<file path="config.mk">
export PLATFORM = sky130hd
export DESIGN_NAME = cic_comb_decim_flat
export DESIGN_NICKNAME = d
export VERILOG_FILES = /design/src/rtl/cic_pkg.sv /design/src/rtl/cic_comb_decim_if.sv /design/src/rtl/cic_comb_decim_comb_stage.sv /design/src/rtl/cic_comb_decim.sv /design/src/flat_wrapper.sv
export SDC_FILE = /design/constraint.sdc
export NUM_CORES = 1
export LEC_CHECK = 0
export CORE_MARGIN = 4
export CORE_UTILIZATION = 50
export CTS_BUF_LIST = sky130_fd_sc_hd__clkbuf_4
export CTS_CLUSTER_DIAMETER = 30
export DETAILED_ROUTE_END_ITERATION = 12
export PLACE_DENSITY = 0.75
export SLEW_MARGIN = 20
export SYNTH_ARGS = -nofsm -noshare
export SYNTH_HDL_FRONTEND = slang
export SYNTH_SLANG_ARGS = --single-unit
</file>
<file path="constraint.sdc">
create_clock -name clk -period 6 [get_ports clk]
set_input_delay 0.6 -clock clk [delete_from_list [all_inputs] [get_ports clk]]
set_output_delay 0.6 -clock clk [all_outputs]
set_load 0.03 [all_outputs]
</file>
<file path="src/rtl/cic_pkg.sv">
// Shared CIC package.
// Purpose : default data widths and the scale/round/saturate helper used by
//           the comb-decimate back end and any later CIC interpolator.
// Contents: CIC_ACC_WIDTH / CIC_OUT_WIDTH defaults, sat_res_t, sat_round().
package cic_pkg;

  localparam int unsigned CIC_ACC_WIDTH = 20;
  localparam int unsigned CIC_OUT_WIDTH = 16;

  // Working width for sat_round; wide enough for any accumulator plus the
  // rounding carry, so results are identical to ACC_WIDTH+1-bit arithmetic.
  localparam int unsigned SR_W = 64;

  typedef struct packed {
    logic signed [SR_W-1:0] value;
    logic                   sat;
  } sat_res_t;

  // Round half up, arithmetic right shift by sh, clamp to a signed out_w range.
  function automatic sat_res_t sat_round(input logic signed [SR_W-1:0] x,
                                         input logic [4:0]              sh,
                                         input int unsigned             out_w);
    logic signed [SR_W-1:0] rnd;
    logic signed [SR_W-1:0] t;
    logic signed [SR_W-1:0] sh_v;
    logic signed [SR_W-1:0] max_v;
    logic signed [SR_W-1:0] min_v;
    sat_res_t               r;
    rnd   = (sh == 5'd0) ? 64'sd0 : signed'(64'd1 << (sh - 5'd1));
    t     = x + rnd;
    sh_v  = t >>> sh;
    max_v = signed'((64'd1 << (out_w - 1)) - 64'd1);
    min_v = -max_v - 64'sd1;
    r.value = sh_v;
    r.sat   = 1'b0;
    if (sh_v > max_v) begin
      r.value = max_v;
      r.sat   = 1'b1;
    end else if (sh_v < min_v) begin
      r.value = min_v;
      r.sat   = 1'b1;
    end
    return r;
  endfunction

endpackage

</file>
<file path="src/rtl/cic_comb_decim_if.sv">
// Data/control bundle of the CIC comb-decimate back end.
// master: drives flush, valid_in, comb_in, dec_ratio, shift;
//         receives valid_out, comb_out, sat_flag.
// slave : the decimator side of the same signals.
interface cic_comb_decim_if
  import cic_pkg::*;
#(
  parameter int unsigned ACC_WIDTH  = CIC_ACC_WIDTH,
  parameter int unsigned OUT_WIDTH  = CIC_OUT_WIDTH,
  parameter int unsigned RATE_WIDTH = 8
);
  logic                        flush;
  logic                        valid_in;
  logic signed [ACC_WIDTH-1:0] comb_in;
  logic [RATE_WIDTH-1:0]       dec_ratio;
  logic [4:0]                  shift;
  logic                        valid_out;
  logic signed [OUT_WIDTH-1:0] comb_out;
  logic                        sat_flag;

  modport master (
    output flush, valid_in, comb_in, dec_ratio, shift,
    input  valid_out, comb_out, sat_flag
  );

  modport slave (
    input  flush, valid_in, comb_in, dec_ratio, shift,
    output valid_out, comb_out, sat_flag
  );
endinterface

</file>
<file path="src/rtl/cic_comb_decim_comb_stage.sv">
// comb_stage: one registered differentiator (M = 1).
// Ports: clk, rst_n (async, active-low), flush (sync clear),
//        valid_in/x   - input sample and qualifier,
//        valid_out/y  - registered y = x - x_prev, wrapping at W bits.
// x_prev only advances on qualified samples, so gaps do not disturb state.
module comb_stage
  import cic_pkg::*;
#(
  parameter int unsigned W = CIC_ACC_WIDTH
) (
  input  logic                clk,
  input  logic                rst_n,
  input  logic                flush,
  input  logic                valid_in,
  input  logic signed [W-1:0] x,
  output logic                valid_out,
  output logic signed [W-1:0] y
);

  logic signed [W-1:0] x_prev_q, x_prev_d;
  logic signed [W-1:0] y_q, y_d;
  logic                valid_q, valid_d;

  always_comb begin
    x_prev_d = x_prev_q;
    y_d      = y_q;
    valid_d  = 1'b0;
    if (flush) begin
      x_prev_d = '0;
      y_d      = '0;
    end else if (valid_in) begin
      x_prev_d = x;
      y_d      = x - x_prev_q;
      valid_d  = 1'b1;
    end
  end

  always_ff @(posedge clk or negedge rst_n) begin
    if (!rst_n) begin
      x_prev_q <= '0;
      y_q      <= '0;
      valid_q  <= 1'b0;
    end else begin
      x_prev_q <= x_prev_d;
      y_q      <= y_d;
      valid_q  <= valid_d;
    end
  end

  assign valid_out = valid_q;
  assign y         = y_q;

endmodule

</file>
<file path="src/rtl/cic_comb_decim.sv">
// cic_comb_decim: comb-and-decimate back end of the CIC decimator.
// Ports: clk, rst_n (async, active-low), bus (cic_comb_decim_if.slave):
//   flush, valid_in, comb_in, dec_ratio, shift  -> in
//   valid_out, comb_out, sat_flag               -> out
// Pipeline: input capture register (keeps 1 in R), N_STAGES comb stages,
// then one scaler register (round, shift, saturate).
module cic_comb_decim
  import cic_pkg::*;
#(
  parameter int unsigned ACC_WIDTH  = CIC_ACC_WIDTH,
  parameter int unsigned OUT_WIDTH  = CIC_OUT_WIDTH,
  parameter int unsigned N_STAGES   = 3,
  parameter int unsigned RATE_WIDTH = 8
) (
  input  logic            clk,
  input  logic            rst_n,
  cic_comb_decim_if.slave bus
);

  // Decimation counter, latched ratio and input capture register.
  logic [RATE_WIDTH-1:0]       cnt_q, cnt_d;
  logic [RATE_WIDTH-1:0]       r_q, r_d;
  logic                        in_valid_q, in_valid_d;
  logic signed [ACC_WIDTH-1:0] in_data_q, in_data_d;
  logic [RATE_WIDTH-1:0]       ratio_eff;

  assign ratio_eff = (bus.dec_ratio == '0) ? RATE_WIDTH'(1) : bus.dec_ratio;

  always_comb begin
    cnt_d      = cnt_q;
    r_d        = r_q;
    in_valid_d = 1'b0;
    in_data_d  = in_data_q;
    if (bus.flush) begin
      cnt_d     = '0;
      r_d       = RATE_WIDTH'(1);
      in_data_d = '0;
    end else if (bus.valid_in) begin
      if (cnt_q == '0) begin
        // Accepting a sample is the only point where a new ratio is taken.
        in_valid_d = 1'b1;
        in_data_d  = bus.comb_in;
        r_d        = ratio_eff;
        cnt_d      = (ratio_eff == RATE_WIDTH'(1)) ? '0 : RATE_WIDTH'(1);
      end else begin
        cnt_d = (cnt_q == r_q - RATE_WIDTH'(1)) ? '0 : cnt_q + RATE_WIDTH'(1);
      end
    end
  end

  always_ff @(posedge clk or negedge rst_n) begin
    if (!rst_n) begin
      cnt_q      <= '0;
      r_q        <= RATE_WIDTH'(1);
      in_valid_q <= 1'b0;
      in_data_q  <= '0;
    end else begin
      cnt_q      <= cnt_d;
      r_q        <= r_d;
      in_valid_q <= in_valid_d;
      in_data_q  <= in_data_d;
    end
  end

  // Comb chain: element 0 is the capture register, element k is stage k.
  logic [N_STAGES:0]           stage_v;
  logic signed [ACC_WIDTH-1:0] stage_x [N_STAGES+1];

  assign stage_v[0] = in_valid_q;
  assign stage_x[0] = in_data_q;

  for (genvar k = 0; k < N_STAGES; k++) begin : g_comb
    comb_stage #(.W(ACC_WIDTH)) u_stage (
      .clk       (clk),
      .rst_n     (rst_n),
      .flush     (bus.flush),
      .valid_in  (stage_v[k]),
      .x         (stage_x[k]),
      .valid_out (stage_v[k+1]),
      .y         (stage_x[k+1])
    );
  end

  // Scaler register; shift is taken live in this cycle.
  logic signed [SR_W-1:0]      y_ext;
  sat_res_t                    res;
  logic                        unused_hi;
  logic                        out_valid_q, out_valid_d;
  logic signed [OUT_WIDTH-1:0] out_data_q, out_data_d;
  logic                        sat_q, sat_d;

  assign y_ext     = {{(SR_W-ACC_WIDTH){stage_x[N_STAGES][ACC_WIDTH-1]}}, stage_x[N_STAGES]};
  assign unused_hi = ^res.value[SR_W-1:OUT_WIDTH];

  always_comb begin
    res         = sat_round(y_ext, bus.shift, OUT_WIDTH);
    out_valid_d = 1'b0;
    out_data_d  = out_data_q;
    sat_d       = 1'b0;
    if (bus.flush) begin
      out_data_d = '0;
    end else if (stage_v[N_STAGES]) begin
      out_valid_d = 1'b1;
      out_data_d  = res.value[OUT_WIDTH-1:0];
      sat_d       = res.sat;
    end
  end

  always_ff @(posedge clk or negedge rst_n) begin
    if (!rst_n) begin
      out_valid_q <= 1'b0;
      out_data_q  <= '0;
      sat_q       <= 1'b0;
    end else begin
      out_valid_q <= out_valid_d;
      out_data_q  <= out_data_d;
      sat_q       <= sat_d;
    end
  end

  assign bus.valid_out = out_valid_q;
  assign bus.comb_out  = out_data_q;
  assign bus.sat_flag  = sat_q;

endmodule
</file>
<file path="src/flat_wrapper.sv">
// flat-port wrapper written by rule: the top's interface ports become plain ports
module cic_comb_decim_flat import cic_pkg::*;
#(
  parameter int unsigned ACC_WIDTH  = CIC_ACC_WIDTH,
  parameter int unsigned OUT_WIDTH  = CIC_OUT_WIDTH,
  parameter int unsigned N_STAGES   = 3,
  parameter int unsigned RATE_WIDTH = 8
)
  (clk, rst_n, bus_flush, bus_valid_in, bus_comb_in, bus_dec_ratio, bus_shift, bus_valid_out, bus_comb_out, bus_sat_flag);
  cic_comb_decim_if #(.ACC_WIDTH(ACC_WIDTH), .OUT_WIDTH(OUT_WIDTH), .RATE_WIDTH(RATE_WIDTH)) bus_i ();
  input  logic clk;
  input  logic rst_n;
  input wire logic [$bits(bus_i.flush)-1:0] bus_flush;
  input wire logic [$bits(bus_i.valid_in)-1:0] bus_valid_in;
  input wire logic [$bits(bus_i.comb_in)-1:0] bus_comb_in;
  input wire logic [$bits(bus_i.dec_ratio)-1:0] bus_dec_ratio;
  input wire logic [$bits(bus_i.shift)-1:0] bus_shift;
  output wire logic [$bits(bus_i.valid_out)-1:0] bus_valid_out;
  output wire logic [$bits(bus_i.comb_out)-1:0] bus_comb_out;
  output wire logic [$bits(bus_i.sat_flag)-1:0] bus_sat_flag;
  assign bus_i.flush = bus_flush;
  assign bus_i.valid_in = bus_valid_in;
  assign bus_i.comb_in = bus_comb_in;
  assign bus_i.dec_ratio = bus_dec_ratio;
  assign bus_i.shift = bus_shift;
  assign bus_valid_out = bus_i.valid_out;
  assign bus_comb_out = bus_i.comb_out;
  assign bus_sat_flag = bus_i.sat_flag;
  cic_comb_decim #(.ACC_WIDTH(ACC_WIDTH), .OUT_WIDTH(OUT_WIDTH), .N_STAGES(N_STAGES), .RATE_WIDTH(RATE_WIDTH)) u_core (.clk(clk), .rst_n(rst_n), .bus(bus_i));
endmodule
</file>
* Yosys cells after proc, flatten, opt, wreduce, memory -nomap -nowiden
Cells that the tools add are included.
Cells by class: divide/modulo/power cells 0, shifts and indexed selects 2, magnitude comparators 2, reduce and logical (&&, ||, !) cells 10, mux-type cells 42, $add $sub $neg 7, multipliers 0, equality and inequality tests 2, bitwise operators 0
Operators by type and width (number):
- 2-to-1 mux 20 bit | 15
- adder 20 x 64 -> 64 bit | 1
- > comparator 64 x 16 -> 1 bit (second input constant) | 1
- < comparator 64 x 16 -> 1 bit (second input constant) | 1
- 2-to-1 mux 64 bit | 1
- 2-to-1 mux 8 bit | 8
- << shifter 1 x 5 -> 64 bit (first input constant) | 1
- >>> shifter 64 x 5 -> 64 bit | 1
- subtractor 20 bit | 3
- 2-to-1 mux 17 bit | 2
- 2-to-1 mux 16 bit | 2
- logical NOT 8 bit | 2
- 2-to-1 mux 1 bit | 14
- nonzero test 2 bit | 6
- adder 8 x 1 -> 8 bit (second input constant) | 1
- equality test 8 x 1 -> 1 bit (second input constant) | 1
- equality test 8 bit | 1
- subtractor 8 x 1 -> 8 bit (second input constant) | 1
- logical NOT 5 bit | 1
- subtractor 5 x 1 -> 5 bit (second input constant) | 1
- AND reduction 2 bit | 1
Storage, ports and cells: bits in read-only memories 0, bits in registers 178, logic and storage cells 81, input bits 37, memories kept 0, bits in writable memories 0, output and inout bits 18, bits in latches 0

* Longest topological paths before layout
depth after elaboration 10, depth in mapped cells 26

* Cells and area by module
Synthesis repeated with hierarchy kept, for this count alone.
Second synthesis, totals: cell total of the unflattened synthesis 1902, area, all modules 15742.6 sq um
Modules (own cells, without submodules):
- comb_stage | cells each 287, area an instance 2656.3 sq um, seq. area each 1026.0 sq um, instances 3
- cic_comb_decim | cells each 1041, area an instance 7773.7 sq um, seq. area each 1377.6 sq um, instances 1

* Worst setup path before layout
Ideal clock, no wire load.
path type input to register, start input port bus_shift[0], end register u_core.out_data_q[0] (netlist: u_core.bus.comb_out[0]), library setup time 0.080 ns, data arrival time 5.963 ns, stages on the path 24, slack -0.044 ns, buffers on the path 6, path through clkbuf_1 > buf_2 > buf_1 > clkbuf_1 > buf_1 > nand2_1 > nor3_1 > ha_1 > fa_1 > a211oi_1 > o211a_1 > nor3_4 > o21ba_2 > o21ai_2 > xnor2_2 > mux2i_1 > mux4_2 > and2_0 > a221o_1 > or3b_4 > nor4_4 > o21ai_2 > buf_6 > o211ai_2
Between the ends: word-level cells in the longest chain between the ends 10, elaborated cells on any way between the ends 12, classes of those cells 2 x add/sub; 2 x order compare; 2 x shift; 5 x mux; 1 x reduce/logical
RTL lines:
- start, declared | line flat_wrapper.sv:17 | input wire logic [$bits(bus_i.shift)-1:0] bus_shift;
- subtractor 5 x 1 -> 5 bit | line cic_pkg.sv:29 | rnd = (sh == 5'd0) ? 64'sd0 : signed'(64'd1 << (sh - 5'd1));
- << shifter 1 x 5 -> 64 bit | line cic_pkg.sv:29
- 2-to-1 mux 64 bit | line cic_pkg.sv:29
- adder 20 x 64 -> 64 bit | line cic_pkg.sv:30 | t = x + rnd;
- >>> shifter 64 x 5 -> 64 bit * | line cic_pkg.sv:31 | sh_v = t >>> sh;
- < comparator 64 x 16 -> 1 bit | line cic_pkg.sv:39 | end else if (sh_v < min_v) begin
- 2-to-1 mux 17 bit | line cic_pkg.sv:39
- 2-to-1 mux 17 bit * | line cic_pkg.sv:36 | if (sh_v > max_v) begin
- 2-to-1 mux 16 bit * | line cic_comb_decim.sv:102 | end else if (stage_v[N_STAGES]) begin
- 2-to-1 mux 16 bit * | line cic_comb_decim.sv:100 | if (bus.flush) begin
- end signal, assigned | line cic_comb_decim.sv:116 | out_data_q <= out_data_d;
- end, declared | line cic_comb_decim.sv:89 | logic signed [OUT_WIDTH-1:0] out_data_q, out_data_d;
Every way passes the cells marked *; elsewhere a longest branch is shown, timed or not. The select of a mux whose other input is x is not followed. A chain may end at the register's enable or synchronous reset.

* Worst setup path in the final report
start input port bus_shift[3], end register u_core.out_data_q[3] (netlist: u_core.bus.comb_out[3])
Same word-level chain as after synthesis.

==> reports/qor.txt <==
dpl hpwl = 38.3 mm
DRT Pass-1 Iters = 5
Initial Utilization = 51.1%
Final min period = 5.66 ns
clk root buf = clkbuf_4
Yosys reg bits = 178
via total after detailed routing = 15,544
YS warnings = 0
Netlist cell types = 101
XOR/XNOR Fraction of Synth Area = 4.58%
Post-Synth Simple-Gate Area = 19.8%
Sink Count = 178
Setup Total Neg Slack = 0 ns
CTS tree = built
Setup Viol. Count Final = 0
status = finished, final reports clean
worst path cell trace = clkdlybuf4s50_1 -> buf_4 -> nor3_1 -> ha_1 -> o211ai_1 -> nor4_1 -> o21ai_1 -> buf_4 -> a21o_1 -> nor3b_1 -> o311ai_0 -> buf_4 -> o2111a_1 -> nor4b_1 -> a211oi_1 -> a2111oi_0 -> buf_4 -> nand3_1 -> nor4_4 -> o21ai_2 -> o211ai_1
RSZ-0062 raised after global routing = no
wire length of the first global-routing pass = 79.7 mm
setup slack, reg-to-reg = 0.72 ns
htree depth = 4
Top Ports = 55
slowest CP cell = clkdlybuf4s50_1
Final Non-Filler Cells = 2,541
Synth async-reset ratio = 100%
DRC viols = 0
WP data required = 6.51 ns
compound-gate portion of the synthesized area = 22.7%
DIE HEIGHT = 186 um
Num CTS Buffers = 17
vias in the first global route = 14,915
final hold viol count = 0
FMAX = 177 MHz
DP Cell Count = 2,507
worst-path maximum fanout = 13
CP delay by family, top = compound AO/OA/AOI/OAI gates
P_leak = 8.08 nW
mapped cell area = 0.0158 mm^2
CP Class = in -> reg
PwrDens = 182 mW/mm^2
initial antenna violation count = 1
all-layer global routing usage = 28.5%
Detailed Route Iter0 Violations = 1,355
startpoint types = primary input
gpl congestion = 0.990
WP data arrival = 6.17 ns
Final period util = 94.3%
row count = 64
number of flops mapped to enable cells by yosys = 0
share of cells above drive strength 1 = 16.8%
Slew headroom = 40.1%
Hold Crit Class = in -> async
Avg Vias per Cell = 6.12
# resized after CTS = 0
Total Wirelength = 49.4 mm
register area share after synthesis = 28.2%
global route total overflow = 0
Die ar. = 0.0345 mm^2
Main synth FF type = dfrtp_1
max_cap viols = 0
Crit path top cell by count = buf_4
core area = 0.0309 mm^2
syn nets = 2,068
combinational family with the most area after synthesis = compound AO/OA/AOI/OAI gates
Clock Latency Late Sink = 0.60 ns
area delta synth->final = 17.0%
Critical path buffers and inverters = 5
Syn Area/Cell = 8.17 um^2
worst-case clock buffer depth = 2
Slowest Stage Delay on Critical Path = 0.59 ns
mux share of post-synthesis cell area = 11.5%
Adder-Cell Fraction of Synth Area = 7.87%
most frequent cells in the layout = 286 x nor2_1, 233 x buf_4, 196 x nand2_1
Slew Viols, Final = 0
# nets final = 2,265
Wirelength per Cell = 19.4 um
Worst-Margin Slew = 0.894 ns
commonest non-fill, non-tap cell in the layout = nor2_1
worst vdd ir = 0.186 mV
clock slew at reported path FFs = 0.15 ns
die width = 186 um
Antenna Nets Post-Route = 0
clk_skew = 0.0202 ns
Mapped Cells = 1,934
port buffer count = 54
crit path capture type = flop
largest net degree at the start of global routing = 69
-- synthesized netlist by cell type (all sizes together), types with 9 or more instances --
library cell / instances / area (um^2)
inv: 94 / 353
o211ai: 36 / 320
o21ai: 89 / 468
nand2: 196 / 736
ha: 93 / 1160
mux2i: 141 / 1410
a21o: 18 / 135
nor2b: 12 / 75.1
nand4: 18 / 113
and2: 9 / 58.8
and3: 19 / 119
xor2: 17 / 149
o22ai: 11 / 68.8
o21bai: 18 / 135
nand2b: 11 / 68.8
a31oi: 15 / 115
o21a: 19 / 143
mux2: 10 / 113
nand3: 31 / 165
xnor2: 63 / 574
nor4: 11 / 83.8
mux4: 13 / 293
a211oi: 34 / 260
nor2: 288 / 1090
nor3: 54 / 287
clkbuf: 65 / 244
a21boi: 10 / 86.3
o41ai: 13 / 133
buf: 47 / 224
a21oi: 135 / 679
o31ai: 17 / 143
dfrtp: 177 / 4430
or2: 9 / 56.3
-- cell families after synthesis --
kind of cell    count (synthesis)
other cells                     2
buf+inv                       209
compound gates                512
xor+xnor                       80
flops                         178
mux                           164
fa+ha+maj                      97
simple gates                  692
-- power by group --
group	leakage (nW)	switching [mW]	internal (mW)	total, mW
clock	0.158	0.444	0.292	0.736
combinational	5.48	0.731	0.566	1.30
sequential	2.45	0.0689	1.25	1.32
-- sequential cells by signal (all words and copies together) (netlist names) --
name                             count
u_core.g_comb.u_stage.y             60
u_core.bus.comb_out                 16
u_core.in_valid_q                    1
u_core.bus.valid_out                 1
u_core.in_data_q                    20
u_core.r_q                           8
u_core.bus.sat_flag                  1
u_core.g_comb.u_stage.valid_out      3
u_core.cnt_q                         8
u_core.g_comb.u_stage.x_prev_q      60
-- path summary, 6_finish.rpt --
kind                                                start                                    to  depth (start not counted)
max reg2reg                u_core.g_comb[2].u_stage.y[19]                u_core.bus.comb_out[3]                         16
min                                                 rst_n  u_core.g_comb[0].u_stage.x_prev_q[1]                          2
min in group clk                                bus_flush        u_core.g_comb[0].u_stage.y[12]                          2
min reg2reg                       u_core.bus.comb_out[11]               u_core.bus.comb_out[11]                          2
max in group asynchronous                           rst_n    u_core.g_comb[0].u_stage.valid_out                          3
max                                          bus_shift[3]                u_core.bus.comb_out[3]                         21
-- per-layer routing --
metal  wire length [um]  global-route usage, %
met5                  0                      0
met4               1110                   7.05
met3               2820                   3.85
met2              22700                   45.6
met1              22700                   41.0
-- per-stage QoR --
step | instance area, um^2 | util [%] | total power, mW | hold slack (ns) | setup WS [ns]
finish | 18500 | 59.8 | 3.36 | 0.464 | 0.341
global route | 18500 | 59.8 | 3.56 | 0.458 | 0.0650
CTS | 18500 | 59.8 | 3.36 | 0.433 | 0.471
detailed placement | 18200 | 58.8 | 2.62 | 0.491 | -0.149
global placement | 18200 | 58.8 | 2.59 | 0.491 | 0.00666
floorplan | 15800 | - | 2.22 | 0.304 | 0.0719
-- timing repair --
item | CTS | global route
hold buffers | 1 | 0
hold endpoints to repair | 43 | 0
buffers inserted | 0 | 0
-- cell type report --
| type | instances | area, um^2 |
|---|---|---|
| repair buffers | 290 | 2340 |
| inverters | 97 | 364 |
| well taps | 396 | 495 |
| multi-input cells | 1547 | 10500 |
| flip-flops and latches | 178 | 4460 |
| clock buffers | 17 | 128 |
| fillers | 2719 | 12400 |
| clock inverters | 15 | 179 |
| diodes | 1 | 2.50 |
No activity file was read; power rests on OpenSTA's default activity.
